`src/rtl/sprom_loader.sv`:
```
// Packs a byte stream into data_width words and writes them to consecutive memory addresses.
// Latency: the write strobe comes one cycle after a word's last byte; each write adds one bubble cycle.
// Backpressure: in_ready is registered, is high only while collecting, and a stalled source is waited on indefinitely.
module sprom_loader #(
    parameter int addr_width = 8,
    parameter int data_width = 8,
    parameter int length     = 256
) (
    input  logic                  clock,
    input  logic                  reset,
    input  logic                  start,
    input  logic [addr_width-1:0] start_addr,
    input  logic [addr_width:0]   word_count,
    input  logic [7:0]            in_data,
    input  logic                  in_valid,
    output logic                  in_ready,
    output logic [addr_width-1:0] mem_addr,
    output logic [data_width-1:0] mem_data,
    output logic                  mem_we,
    output logic                  busy,
    output logic                  done,
    output logic                  error,
    output logic [7:0]            checksum
);
    localparam int                  bytes_per_word = data_width / 8;
    localparam int                  aw1            = addr_width + 1;
    localparam logic [1:0]          last_byte      = 2'(bytes_per_word - 1);
    localparam logic [addr_width:0] len_v          = aw1'(length);
    localparam logic [addr_width-1:0] last_addr    = addr_width'(length - 1);

    typedef enum logic [1:0] {IDLE, COLLECT, WRITE, DONE} state_t;

    state_t                state;
    logic [addr_width-1:0] cur_addr;
    logic [addr_width:0]   remaining;
    logic [1:0]            byte_idx;
    logic [data_width-1:0] word_buf;
    logic [data_width-1:0] word_next;
    logic                  xfer;

    assign xfer = in_valid && in_ready;

    // Current partial word with the incoming byte merged into its little-endian lane.
    always_comb begin
        word_next = word_buf;
        for (int b = 0; b < bytes_per_word; b++) begin
            if (2'(b) == byte_idx) begin
                word_next[b*8 +: 8] = in_data;
            end
        end
    end

    always_ff @(posedge clock) begin
        if (reset) begin
            state     <= IDLE;
            cur_addr  <= '0;
            remaining <= '0;
            byte_idx  <= '0;
            word_buf  <= '0;
            in_ready  <= 1'b0;
            mem_addr  <= '0;
            mem_data  <= '0;
            mem_we    <= 1'b0;
            busy      <= 1'b0;
            done      <= 1'b0;
            error     <= 1'b0;
            checksum  <= '0;
        end else begin
            case (state)
                IDLE, DONE: begin
                    if (start) begin
                        cur_addr  <= start_addr;
                        remaining <= word_count;
                        byte_idx  <= '0;
                        checksum  <= '0;
                        done      <= 1'b0;
                        error     <= 1'b0;
                        if ({1'b0, start_addr} >= len_v) begin
                            state <= DONE;
                            done  <= 1'b1;
                            error <= 1'b1;
                        end else if (word_count == '0) begin
                            state <= DONE;
                            done  <= 1'b1;
                        end else begin
                            state    <= COLLECT;
                            in_ready <= 1'b1;
                            busy     <= 1'b1;
                        end
                    end
                end
                COLLECT: begin
                    if (xfer) begin
                        checksum <= checksum + in_data;
                        word_buf <= word_next;
                        if (byte_idx == last_byte) begin
                            byte_idx <= '0;
                            state    <= WRITE;
                            in_ready <= 1'b0;
                            mem_we   <= 1'b1;
                            mem_addr <= cur_addr;
                            mem_data <= word_next;
                        end else begin
                            byte_idx <= byte_idx + 2'd1;
                        end
                    end
                end
                WRITE: begin
                    mem_we    <= 1'b0;
                    cur_addr  <= (cur_addr == last_addr) ? '0 : cur_addr + 1'b1;
                    remaining <= remaining - 1'b1;
                    if (remaining == aw1'(1)) begin
                        state <= DONE;
                        busy  <= 1'b0;
                        done  <= 1'b1;
                    end else begin
                        state    <= COLLECT;
                        in_ready <= 1'b1;
                    end
                end
                default: state <= IDLE;
            endcase
        end
    end
endmodule

```
`config.mk`:
```
export PLATFORM = sky130hd
export DESIGN_NAME = sprom_loader
export DESIGN_NICKNAME = d
export VERILOG_FILES = /design/src/rtl/sprom_loader.sv
export SDC_FILE = /design/constraint.sdc
export NUM_CORES = 1
export LEC_CHECK = 0
export CAP_MARGIN = 10
export CORE_MARGIN = 2
export CORE_UTILIZATION = 50
export CTS_CLUSTER_SIZE = 28
export DETAILED_ROUTE_END_ITERATION = 10
export PLACE_DENSITY = 0.79
export SYNTH_ARGS = -nofsm -noshare
export SYNTH_HDL_FRONTEND = slang
export SYNTH_SLANG_ARGS = --single-unit
export TNS_END_PERCENT = 10
```
`constraint.sdc`:
```
create_clock -name clock -period 2.15 [get_ports clock]
set_input_delay 0.215 -clock clock [delete_from_list [all_inputs] [get_ports clock]]
set_output_delay 0.215 -clock clock [all_outputs]
set_load 0.03 [all_outputs]
```
==> results.json, run 1 <==
{
  "synth-seq-area-share_pct": 36.9,
  "place.gp.congestion": 0.907,
  "dieArea_um2": 5920,
  "synth-edff-count": 0,
  "tns_ps": 0,
  "rsz0062_at_grt": "false",
  "synth_cells": 337,
  "worst_r2r_path_depth": 7,
  "synth_most_common_cell": "nand2_1",
  "clk_pin_slew_ps": 90,
  "synth_fp_nets": 382,
  "postRouteAntennaNets": 0,
  "whs_path_depth": 2,
  "cts_tree": "built",
  "synth_top_area_cell": "dfxtp_1",
  "numPortBuffers": 56,
  "dr_total_vias": 2559,
  "fin_util_pct": 67.3,
  "drt_iter0_markers": 140,
  "synthTopCellsByArea": "dfxtp_1 (37%), nand2_1 (7.5%), a21oi_1 (7.3%)",
  "htree_levels": 2,
  "crit_type": "reg -> reg",
  "routed_wl_um": 6310,
  "syn_to_final_growth_pct": 29.3,
  "antenna_found_initial": 0,
  "period_needed_ps": 1920,
  "die_height_um": 76.9,
  "final_net_count": 436,
  "clk_latency_ps": 310,
  "cts_made_buffers": 5,
  "drive_above_1_share_pct": 7.91,
  "ys_top_cells_by_count": "nand2_1 (53), dfxtp_1 (49), a21oi_1 (39)",
  "cp_max_fo": 20,
  "root_buffer": "clkbuf_8",
  "grt_overflow": 0,
  "track_usage_pct": 21.8,
  "critical_path_arrival_ps": 2120,
  "rows": 26,
  "drv_cap": 0,
  "ys_types": 57,
  "period_share_pct": 89.4,
  "cp.required_ps": 2350,
  "cellLeakagePower_nw": 1.28,
  "ys_ff_latch": 49,
  "end_kind": "register",
  "setup_violations": 0,
  "grt_pass1_vias": 2286,
  "cp-start-kind": "register",
  "core_area_um2": 5110,
  "grt_max_degree": 29,
  "place_hpwl_um": 4640,
  "ir_drop_mv": 0.866,
  "wl_per_cell_um": 13.7,
  "clock_path_buffers": 2,
  "drt_first_pass_iters": 5,
  "ys.flop_type": "dfxtp_1",
  "postCtsHoldBufs": 0,
  "grt_pass1_wl_um": 10500,
  "io_pins": 58,
  "fp.dieW_um": 76.9,
  "vias_per_cell": 5.54,
  "yosys_warnings": 0,
  "slew_viol_final": 0,
  "n_antenna_cell": 0,
  "status": "completed",
  "route.detailed.drc": 0,
  "finalClockSkew_ps": 4.40,
  "min_path_type": "reg -> reg",
  "hold_viol": 0,
  "initial_core_util_pct": 52.1,
  "post-synth-top-area-fraction_pct": 36.9,
  "p_per_area_nw_per_um2": 1100,
  "fmax_ghz": 0.520,
  "syn_avg_cell_area_um2": 7.89,
  "cts.sinks": 49,
  "syn-cell-area_um2": 2660,
  "postCtsSetupBuffers": 0,
  "async_flop_share_pct": 0
}
[worst max-delay path, stage by stage (launching register included)]
cell	delay, ps
dfxtp_1	390
inv_1	70
ha_1	390
nor2b_1	210
nor2_1	110
buf_4	240
nor2_1	60
a2111oi_1	350
[path summary, 6_finish.rpt]
kind | endpoint | slack (ps) | start
worst max register to register | remaining[6] | 230 | state[0]
worst min register to register | mem_data[6] | 460 | mem_data[6]
worst min-delay path | mem_data[6] | 460 | mem_data[6]
worst max-delay path | remaining[6] | 230 | state[0]
[where the power goes]
group	switching, mW	internal, mW
Combinational	0.963	0.674
Sequential	0.239	1.11
Clock	0.319	0.462
Total	1.52	2.25
[registers in the layout (all words and copies together) (netlist names)]
signal     count
done           1
in_ready       1
cur_addr       8
remaining      9
mem_data       8
checksum       8
mem_addr       8
busy           1
mem_we         1
state          2
byte_idx       2
[metrics by stage]
| step | instances | setup slack, ps | instance area, um^2 | hold slack [ps] | power, mW |
|---|---|---|---|---|---|
| floorplan | 337 | 280 | 2660 | 351 | 2.51 |
| global placement | 454 | 30.7 | 3300 | 440 | 2.94 |
| detailed placement | 454 | -19.2 | 3300 | 447 | 2.99 |
| CTS | 462 | 210 | 3440 | 460 | 3.77 |
| global route | 462 | 47.7 | 3440 | 481 | 4.03 |
| finish | 462 | 228 | 3440 | 455 | 3.77 |
[placed cells by master (no fill, tap or decap), drive strengths merged, types with 4 or more instances in the layout]
| cell type | netlist | final |
|---|---|---|
| buf | 10 | 13 |
| o21ai | 11 | 11 |
| nor2b | 5 | 5 |
| clkdlybuf4s50 | 0 | 56 |
| a21oi | 40 | 40 |
| nor3 | 6 | 6 |
| a22oi | 7 | 7 |
| nand3 | 7 | 7 |
| dfxtp | 49 | 49 |
| a31oi | 6 | 6 |
| a211oi | 8 | 8 |
| inv | 13 | 13 |
| ha | 15 | 15 |
| nand2 | 54 | 54 |
| and3 | 4 | 4 |
| nor3b | 4 | 4 |
| clkbuf | 12 | 5 |
| o22ai | 5 | 5 |
| nor2 | 36 | 36 |
[routing by layer]
layer	GRT usage (%)	vias to the layer above	part of all wire, %
met5	0	-	0
met4	6.55	0	1.3
met3	4.94	7	5.6
met2	35.9	78	48
met1	28.4	1174	45
li1	-	1300	-
[logic make-up (layout without fill, tap and decap cells)]
kind of cell             Yosys count  count (layout)  share of synthesized area, %
AO/OA/AOI/OAI                     93              93                          21.8
other                              1               1                         0.141
buffers and inverters             35              90                          5.69
flip-flops                        49              49                          36.9
XOR/XNOR                           5               5                          1.65
AND/OR/NAND/NOR                  136             136                          25.2
multiplexers                       2               2                         0.753
adder cells (fa/ha/maj)           16              16                          7.81
[timing repair]
| item | 4_1_cts | 5_1_grt |
|---|---|---|
| endpoints found under the hold margin | 0 | 0 |
| endpoints found under the setup margin | 0 | 1 |
| gates resized for setup | 0 | 1 |
[area by class of cell]
class	count	area (um^2)
multi-input combinational	253	1530
tap	70	87.6
fill	445	1670
timing repair buffer	69	658
inverter	13	48.8
clock inverter	3	65.1
clock buffer	5	68.8
sequential	49	981
(Power assumes the default switching activity.)
==> run 2, diff against run 1 <==
CAP_MARGIN = 15   (was 10)
CTS_CLUSTER_SIZE = 40   (was 28)
==> results of run 2 <==
Final layout, timing and power as in run 1 (identical DEF).
